===== src/rtl/reset_domain_sequencer.sv =====
// Power-up / shutdown sequencer for the gated clock domains around the
// multi-domain reset synchronizer. Runs on the always-on domain 0 clock.
module reset_domain_sequencer #(
  parameter int CLOCKS         = 2,
  parameter int SETTLE_CYCLES  = 16,
  parameter int TIMEOUT_CYCLES = 1024,
  parameter int AUTO_START     = 1
) (
  input  logic              clk,
  input  logic              rst,
  input  logic              startup_req,
  input  logic              shutdown_req,
  input  logic              master_all_reset,
  input  logic [CLOCKS-1:0] domain_resn_sync,
  output logic              sync_resn_out,
  output logic [CLOCKS-2:0] clk_enable,
  output logic              running,
  output logic              busy,
  output logic              done_pulse,
  output logic              timeout_err
);

  localparam int CW = $clog2(TIMEOUT_CYCLES + 1);
  localparam logic [CW-1:0] SETTLE_LAST = CW'(SETTLE_CYCLES - 1);
  localparam logic [CW-1:0] TO_LAST     = CW'(TIMEOUT_CYCLES - 1);
  localparam logic [CW-1:0] CNT_MAX     = CW'(TIMEOUT_CYCLES);

  typedef enum logic [2:0] {
    S_OFF, S_CLK_START, S_RELEASE, S_RUN, S_ASSERT, S_CLK_STOP
  } state_e;

  state_e            state_q, state_d;
  logic [CW-1:0]     cnt_q, cnt_d;
  logic              pend_q, pend_d;
  logic              boot_q;
  logic              terr_q, terr_d;
  logic              sync_q, run_q, busy_q, done_q;
  logic [CLOCKS-2:0] en_q;
  logic              sync_d, en_d, run_d, busy_d, done_d;
  logic              settled, wait_to;

  assign settled = (cnt_q == SETTLE_LAST);
  assign wait_to = (cnt_q == TO_LAST);

  always_comb begin
    state_d = state_q;
    pend_d  = pend_q;
    terr_d  = terr_q;
    unique case (state_q)
      S_OFF: begin
        // boot_q is only set for the first cycle after rst when AUTO_START=1
        if (startup_req || pend_q || boot_q) begin
          state_d = S_CLK_START;
          pend_d  = 1'b0;
        end
      end
      S_CLK_START: begin
        if (shutdown_req)  state_d = S_ASSERT;
        else if (settled)  state_d = S_RELEASE;
      end
      S_RELEASE: begin
        if (shutdown_req)               state_d = S_ASSERT;
        else if (&domain_resn_sync)     state_d = S_RUN;
        else if (wait_to) begin
          state_d = S_ASSERT;
          terr_d  = 1'b1;
        end
      end
      S_RUN: begin
        if (shutdown_req) state_d = S_ASSERT;
      end
      S_ASSERT: begin
        if (shutdown_req)     pend_d = 1'b0;
        else if (startup_req) pend_d = 1'b1;
        if (master_all_reset) state_d = S_CLK_STOP;
        else if (wait_to) begin
          state_d = S_CLK_STOP;
          terr_d  = 1'b1;
        end
      end
      S_CLK_STOP: begin
        if (shutdown_req)     pend_d = 1'b0;
        else if (startup_req) pend_d = 1'b1;
        if (settled) state_d = S_OFF;
      end
      default: state_d = S_OFF;
    endcase

    if (state_d != state_q)  cnt_d = '0;
    else if (cnt_q == CNT_MAX) cnt_d = cnt_q;
    else                     cnt_d = cnt_q + 1'b1;

    // Outputs are registered from the next state so they track the state register.
    sync_d = (state_d == S_RELEASE) || (state_d == S_RUN);
    en_d   = (state_d == S_CLK_START) || (state_d == S_RELEASE) ||
             (state_d == S_RUN) || (state_d == S_ASSERT);
    run_d  = (state_d == S_RUN);
    busy_d = (state_d == S_CLK_START) || (state_d == S_RELEASE) ||
             (state_d == S_ASSERT) || (state_d == S_CLK_STOP);
    done_d = (state_d != state_q) && ((state_d == S_RUN) || (state_d == S_OFF));
  end

  always_ff @(posedge clk) begin
    if (rst) begin
      state_q <= S_OFF;
      cnt_q   <= '0;
      pend_q  <= 1'b0;
      boot_q  <= (AUTO_START != 0);
      terr_q  <= 1'b0;
      sync_q  <= 1'b0;
      en_q    <= '0;
      run_q   <= 1'b0;
      busy_q  <= 1'b0;
      done_q  <= 1'b0;
    end else begin
      state_q <= state_d;
      cnt_q   <= cnt_d;
      pend_q  <= pend_d;
      boot_q  <= 1'b0;
      terr_q  <= terr_d;
      sync_q  <= sync_d;
      en_q    <= {(CLOCKS-1){en_d}};
      run_q   <= run_d;
      busy_q  <= busy_d;
      done_q  <= done_d;
    end
  end

  assign sync_resn_out = sync_q;
  assign clk_enable    = en_q;
  assign running       = run_q;
  assign busy          = busy_q;
  assign done_pulse    = done_q;
  assign timeout_err   = terr_q;

endmodule


===== config.mk =====
export PLATFORM = sky130hd
export DESIGN_NAME = reset_domain_sequencer
export DESIGN_NICKNAME = d
export VERILOG_FILES = /design/src/rtl/reset_domain_sequencer.sv
export SDC_FILE = /design/constraint.sdc
export NUM_CORES = 1
export LEC_CHECK = 0
export ABC_AREA = 1
export BUFFER_PORTS_ARGS = -buffer_cell sky130_fd_sc_hd__buf_4
export CORE_MARGIN = 2
export CORE_UTILIZATION = 61
export CTS_CLUSTER_DIAMETER = 80
export DETAILED_ROUTE_END_ITERATION = 16
export PLACE_DENSITY = 0.83
export REMOVE_ABC_BUFFERS = 1
export SYNTH_ARGS = -nofsm -noshare
export SYNTH_HDL_FRONTEND = slang
export SYNTH_SLANG_ARGS = --single-unit
export TNS_END_PERCENT = 30

===== constraint.sdc =====
create_clock -name clk -period 2.5 [get_ports clk]
set_input_delay 0.125 -clock clk [delete_from_list [all_inputs] [get_ports clk]]
set_output_delay 0.125 -clock clk [all_outputs]
set_load 0.05 [all_outputs]

* After elaboration in Yosys (flattened, before gate mapping)
Index checks and enable logic that the tools add are counted.
Storage, ports and cells: output and inout port bits 6, word-level logic and storage cells 70, register bits after elaboration 22, bits of input ports 7
Cells by class: reduce and logical (&&, ||, !) cells 19, add/subtract/negate cells 1, multiplexer cells 21, eq/ne operators 19
Operators with widths (number):
- two-way mux 3 bit | 10
- one-hot mux 3 bit (6 select lines) | 1
- equality test 3 x 2 -> 1 bit (second input constant) | 4
- equality test 3 bit (second input constant) | 4
- adder 11 x 1 -> 11 bit (second input constant) | 1
- equality test 11 x 10 -> 1 bit (second input constant) | 1
- equality test 11 bit (second input constant) | 1
- equality test 11 x 4 -> 1 bit (second input constant) | 1
- logical OR 1 bit | 9
- two-way mux 1 bit | 8
- inequality test 2 bit (second input constant) | 4
- equality test 3 x 1 -> 1 bit (second input constant) | 2
- logical NOT 3 bit | 2
- one-hot mux 1 bit (2 select lines) | 2
- AND reduction 4 bit | 1
- nonzero test 2 bit | 2
- OR reduction 2 bit | 2
- inequality test 3 x 1 -> 1 bit (second input constant) | 1
- inequality test 3 bit | 1
- AND reduction 3 bit | 1
- AND reduction 2 bit | 1
- logical AND 1 bit | 1

* Logic depth before layout (Yosys ltp)
Gate-level depths: netlist (run 1).
word-level depth 9, mapped depth 14

* Worst setup path after synthesis (run 1)
Ideal clock, no wire load.
path type reg-to-reg, start point register cnt_q[0], end point register cnt_q[6], path slack 0.932 ns, data required time 2.384 ns, stages on the path, launching flop included 12, buffers on the path 1, arrival 1.452 ns, path through dfxtp_1 ha_1 nand4_2 nor2_2 nor2_1 nor2_2 nand3_2 nand2_1 nand2_1 nand3_2 buf_6 nor2_1
Between the ends: word-level cells in the longest chain between the ends 7
RTL lines:
- start, declared | RTL line 33 | logic [CW-1:0] cnt_q, cnt_d;
- start signal, assigned | RTL line 117 | cnt_q <= cnt_d;
- equality test 11 x 10 -> 1 bit | RTL line 43 | assign wait_to = (cnt_q == TO_LAST);
- two-way mux 3 bit | RTL line 64 | else if (wait_to) begin
- two-way mux 3 bit | RTL line 63 | else if (&domain_resn_sync) state_d = S_RUN;
- two-way mux 3 bit | RTL line 62 | if (shutdown_req) state_d = S_ASSERT;
- one-hot mux 3 bit (6 select lines) | RTL line 49 | unique case (state_q)
- inequality test 3 bit | RTL line 89 | if (state_d != state_q) cnt_d = '0;
- OR reduction 2 bit (no line)
Parallel ways exist; a longest one is shown, timed or not. A chain may end at the register's enable or synchronous reset.

* Final worst setup path (run 1)
start point register cnt_q[0], end point register cnt_q[7]
The elaborated chain is that of the path after synthesis.

==> impl_metrics.ini, run 1 <==
[clocking]
cts.sinks = 22
cts_resized = 0
ctsHoldBuffers = 1
clk_pin_slew_ps = 130
cts_setup_buffers = 0
cts_max_level = 1
cts_root_buf = clkbuf_4
clk_latency_ps = 310
cts_tree = built
cts-buffers-inserted = 3
cts-root-to-sink-buffers = 2

[drt]
num_vias = 1081
routed_wl_um = 2300
firstDrtPassIters = 4
drt_iter0_drc = 42
drc = 0
antenna_left = 0
viasPerCell = 5.12
post_drt_wl_per_cell_um = 10.9

[sta]
skew_ps = 4.40
max_slew_margin = 0.792
tightest_slew_ps = 311
drv_slew = 0
finalHoldViolCount = 0
final-setup-viol-count = 0
finalCriticalPeriod_ps = 1840
clock.fmax_mhz = 542
layout_worst_path_cycle_share = 0.738
fin_tns_setup_ps = 0
rsz0062_at_grt = no

[grt]
met1_usage = 0.323
busiest_layer = met2
antenna_found_initial = 0
grt-ovfl-total = 0
grt_pass1_vias = 932
use_met3 = 0.0340
grt_usage = 0.235
grt_use_met2 = 0.368
grt_max_degree = 14
grt_pass1_wl_um = 3750

[synth]
yosysWarnings = 0
ys_seq_area_frac = 0.375
synthesis.area_um2 = 1170
synthTopCellsByCount = 42 x nor2_1, 31 x nand2_1, 22 x dfxtp_1, 21 x inv_1, 12 x nand3_1
async_flop_share = 0
synth_compound_area_frac = 0.0532
synth_top_area_cell = dfxtp_1
synth.distinct_cells = 24
synthAdderAreaFrac = 0.0213
synth_area_per_cell_um2 = 6.87
synthFlopType = dfxtp_1
synth-edff-count = 0
synth_top_area_frac = 0.375
muxShareOfSynthArea = 0
yosys-top-cells-area = dfxtp_1 37%, nor2_1 13%, nand2_1 9.9%
synth_cells = 171
synth_xor_area_frac = 0.0671
yosysMostFrequentCell = nor2_1
synth_top_family_by_area = simple AND/OR/NAND/NOR gates
ys_ff_latch = 22
synthSimpleGateAreaFrac = 0.391

[layout]
drive_above_1_share = 0.167
areaGrowthSynthToFinish_pct = 14.1
fin_nets = 196
multi_input_area_um2 = 626
antenna_cells = 0
seq_area_um2 = 440
final_area_um2 = 1340
n_fill_cell = 156

[setup_path]
crit_type = flip-flop to flip-flop
crit_arrival_ps = 2100
end_kind = flip-flop
cp_max_fo = 11
worstPathRequired_ps = 2750
startpoint_type = flip-flop

[die]
core_area_um2 = 1760
die_w_um = 47.9
die-area_um2 = 2290
die_y_um = 47.9
start_util = 0.666
pin_count = 13
num_rows = 15

[place]
portBuffers = 12
gp_congestion = 0.898
hpwl_um = 1820
postPlaceCellArea_um2 = 1280

[power_and_ir_drop]
power.share.switching = 0.352
pwr-share-clk = 0.270
p_seq_frac = 0.412
switching_power_mw = 0.356
ir_drop_uv = 559
internal_power_mw = 0.657
combPwrFrac = 0.318
powerDensity_nw_per_um2 = 756
leakage_nw = 0.668

[worst_hold_path]
min_path_type = primary input to flip-flop

[outcome]
outcome = finished clean

[run]
cap_violations = 0
## layer usage
metal / vias up / part of all wire / routed length, µm
met3: 4 / 0.073 / 168
met4: 0 / 0.014 / 32
met2: 34 / 0.46 / 1050
li1: 563 / - / -
met5: - / 0 / 0
met1: 480 / 0.46 / 1050
## logic make-up (layout without fill, tap and decap cells)
family                   after synthesis  after routing
flip-flops                            22             22
buffers and inverters                 26             41
XOR/XNOR                               9              9
AND/OR/NAND/NOR                      101            101
AO/OA/AOI/OAI                         11             11
adder cells (fa/ha/maj)                2              2
## sequential cells by signal, summed over array words and instances (netlist names)
register and cells:
sync_resn_out 1, timeout_err 1, busy 1, done_pulse 1, state_q 3, boot_q 1, running 1, pend_q 1
cnt_q 11, clk_enable 1
## power by group through the flow
stage          clock, mW  combinational, mW  sequential (mW)
2_1_floorplan          0              0.197            0.469
3_3_place_gp           0              0.312            0.423
3_5_place_dp           0              0.322            0.425
4_1_cts            0.276              0.325            0.417
5_1_grt            0.284              0.364            0.424
6_report           0.273              0.322            0.417
## placed cells by master (no fill, tap or decap), types with 2 or more instances in the layout
cell       n
nand2_1   31
o21bai_1   2
inv_2      3
nor2_1    42
dfxtp_1   22
nand4_1    2
nor2_2     5
a21oi_1    4
buf_4     12
clkbuf_4   3
nand3_1   12
nand3_2    4
xor2_1     8
inv_1     21
ha_1       2
o21ai_0    3
## worst max-delay path: stages (launching register included)
cell and delay [ps]:
dfxtp_1 410, ha_1 260, nand4_2 180, nor2_2 200, nand2_1 90, nand2_1 60, nor2_1 50, a21oi_1 150
nand3_2 230, nor2_1 150
## per-stage QoR
stage | setup slack [ps] | util | cells | power (mW) | hold slack [ps]
floorplan | 947 | - | 169 | 0.665 | 153
global placement | 749 | 0.724 | 206 | 0.735 | 302
detailed placement | 663 | 0.724 | 206 | 0.747 | 305
CTS | 622 | 0.760 | 211 | 1.02 | 130
global route | 462 | 0.760 | 211 | 1.07 | 159
finish | 656 | 0.760 | 211 | 1.01 | 123
## final timing paths
path	from	end	slack [ps]	cells past startpoint
max	cnt_q[0]$_SDFFE_PP0P_	cnt_q[7]$_SDFFE_PP0P_	660	9
min	startup_req	pend_q$_SDFFE_PP0P_	120	3
max reg2reg	cnt_q[0]$_SDFFE_PP0P_	cnt_q[7]$_SDFFE_PP0P_	660	9
min reg2reg	timeout_err$_SDFFE_PP0P_	timeout_err$_SDFFE_PP0P_	500	2
## cell type report
| cell class | count | share of cell area |
|---|---|---|
| Multi-Input combinational cell | 123 | 0.467 |
| Sequential cell | 22 | 0.329 |
| Timing Repair Buffer | 13 | 0.0747 |
| Inverter | 24 | 0.0672 |
| Tap cell | 25 | 0.0233 |
| Clock inverter | 1 | 0.0224 |
| Clock buffer | 3 | 0.0168 |
No activity file was read; power rests on OpenSTA's default activity.
==> inputs of run 2 (changes only) <==
--- a/config.mk
+++ b/config.mk
@@ -8,10 +8,10 @@
 export ABC_AREA = 1
 export BUFFER_PORTS_ARGS = -buffer_cell sky130_fd_sc_hd__buf_4
 export CORE_MARGIN = 2
-export CORE_UTILIZATION = 61
+export CORE_UTILIZATION = 51
 export CTS_CLUSTER_DIAMETER = 80
 export DETAILED_ROUTE_END_ITERATION = 16
-export PLACE_DENSITY = 0.83
+export PLACE_DENSITY = 0.74
 export REMOVE_ABC_BUFFERS = 1
 export SYNTH_ARGS = -nofsm -noshare
 export SYNTH_HDL_FRONTEND = slang
==> constraint.sdc (replaced) <==
create_clock -name clk -period 1.6 [get_ports clk]
set_input_delay 0.08 -clock clk [delete_from_list [all_inputs] [get_ports clk]]
set_output_delay 0.08 -clock clk [all_outputs]
set_load 0.05 [all_outputs]
==> run 2 against run 1 <==
Against the previous run: non-clock buffer count is 21 higher; largest cell class unchanged; sequential power increased by 57%; first-iteration DRC count down 29%; maximum frequency increased by 8.5%; via count increased by 18%; critical path depth grew 1; routed wire length rose by 47%; the run now ends with negative setup slack left; die area up 18%.
==> impl_metrics.ini, run 2 (synthesis results as in run 1) <==
[grt]
antenna_found_initial = 0
grt_pass1_wl_um = 5020
grt_usage = 0.250
grt_pass1_vias = 1189
grt_max_degree = 13
grt-ovfl-total = 0

[run]
cap_violations = 0

[power_and_ir_drop]
pwr-share-clk = 0.182
leakage_nw = 0.798
ir_drop_uv = 843
p_seq_frac = 0.389
internal_power_mw = 1.02
combPwrFrac = 0.429
powerDensity_nw_per_um2 = 1010
power.share.switching = 0.394
switching_power_mw = 0.662

[layout]
largest_reg_flops = 11
largestRegisters = cnt_q x11, state_q x3
fin_nets = 218
areaGrowthSynthToFinish_pct = 41.2
antenna_cells = 0
top_register = cnt_q
layout_commonest_cell = buf_4
drive_above_1_share = 0.375
final_cell_mix = 33 x buf_4, 32 x nor2_1, 28 x nand2_1

[clocking]
clk_pin_slew_ps = 120
clk_latency_ps = 310
cts-buffers-inserted = 3
cts-root-to-sink-buffers = 2
cts.sinks = 22
cts_root_buf = clkbuf_4
cts_tree = built
cts_max_level = 1

[drt]
post_drt_wl_per_cell_um = 14.3
drt_iter0_drc = 30
drc = 0
antenna_left = 0
num_vias = 1280
routed_wl_um = 3380
firstDrtPassIters = 4
viasPerCell = 5.42

[place]
place_ws_ps = -146
portBuffers = 12
gp_congestion = 0.932
hpwl_um = 2100

[sta]
skew_ps = 2.84
setup_ws_ps = -100
clock.fmax_mhz = 588
rsz0062_at_grt = yes
whs_ps = 66.2
drv_slew = 0
layout_worst_path_cycle_share = 1.06
finalHoldViolCount = 0
tightest_slew_ps = 266
finalCriticalPeriod_ps = 1700
max_slew_margin = 0.821
final-setup-viol-count = 11

[worst_hold_path]
min_path_type = primary input to flip-flop

[setup_path]
crit_arrival_ps = 1950
startpoint_type = flip-flop
crit_type = flip-flop to flip-flop
end_kind = flip-flop
cp_max_fo = 3
worstPathRequired_ps = 1850

[die]
die-area_um2 = 2700
num_rows = 17
die_y_um = 52.0
core_area_um2 = 2190
pin_count = 13
start_util = 0.536
die_w_um = 52.0

[outcome]
outcome = finished with violations
violations = negative setup slack
-- run 2: repair_timing --
item,CTS,global route
pin swaps,7,6
setup endpoints to repair,15,14
cloned,1,0
hold buffers,1,0
gates resized for setup,16,23
hold endpoints to repair,7,0
setup buffers,2,1
-- run 2: worst max-delay path: stages (launching register included) --
cell     delay, ps
dfxtp_2        380
ha_4           170
nand4_4        150
nor2_4         190
nor2_2          70
buf_4          140
nor2_4         140
nand3_2        100
nand2_1        100
nand2_1         70
nor2_1         120
-- run 2: area by class of cell --
class | instances | area [µm²]
multi-input combinational | 124 | 792
fill | 160 | 532
sequential | 22 | 448
timing repair buffer | 34 | 258
inverter | 24 | 90.1
clock buffer | 4 | 36.3
tap | 28 | 35.0
-- run 2: per-stage QoR --
step	power, mW	TNS (ps)	utilization	instance area [µm²]	instances
final	1.68	-227	0.757	1660	236
after global placement	1.22	-385	0.646	1420	227
after CTS	1.60	0	0.713	1560	235
after floorplan	1.04	0	-	1160	169
after detailed placement	1.24	-1670	0.646	1420	227
after global routing	1.76	-1410	0.757	1660	236
-- run 2: power groups by stage --
stage	Sequential, mW	Combinational, mW	Clock, mW
6_report	0.653	0.721	0.306
5_1_grt	0.659	0.778	0.323
4_1_cts	0.650	0.640	0.308
3_5_place_dp	0.653	0.588	0
3_3_place_gp	0.650	0.569	0
2_1_floorplan	0.732	0.308	0
-- run 2: path summary, 6_finish.rpt --
path                             from                        to  slack (ps)  depth (start not counted)
max             cnt_q[1]$_SDFFE_PP0P_     done_pulse$_SDFF_PP0_        -100                         10
min                       startup_req       pend_q$_SDFFE_PP0P_          70                          3
max reg2reg     cnt_q[1]$_SDFFE_PP0P_     done_pulse$_SDFF_PP0_        -100                         10
min reg2reg  timeout_err$_SDFFE_PP0P_  timeout_err$_SDFFE_PP0P_         500                          2
-- run 2: per-layer routing --
metal | track usage | vias to the layer above | routed length [µm]
li1 | - | 612 | -
met1 | 0.274 | 590 | 1230
met5 | 0 | - | 0
met3 | 0.0431 | 22 | 194
met4 | 0.149 | 0 | 169
met2 | 0.445 | 56 | 1790
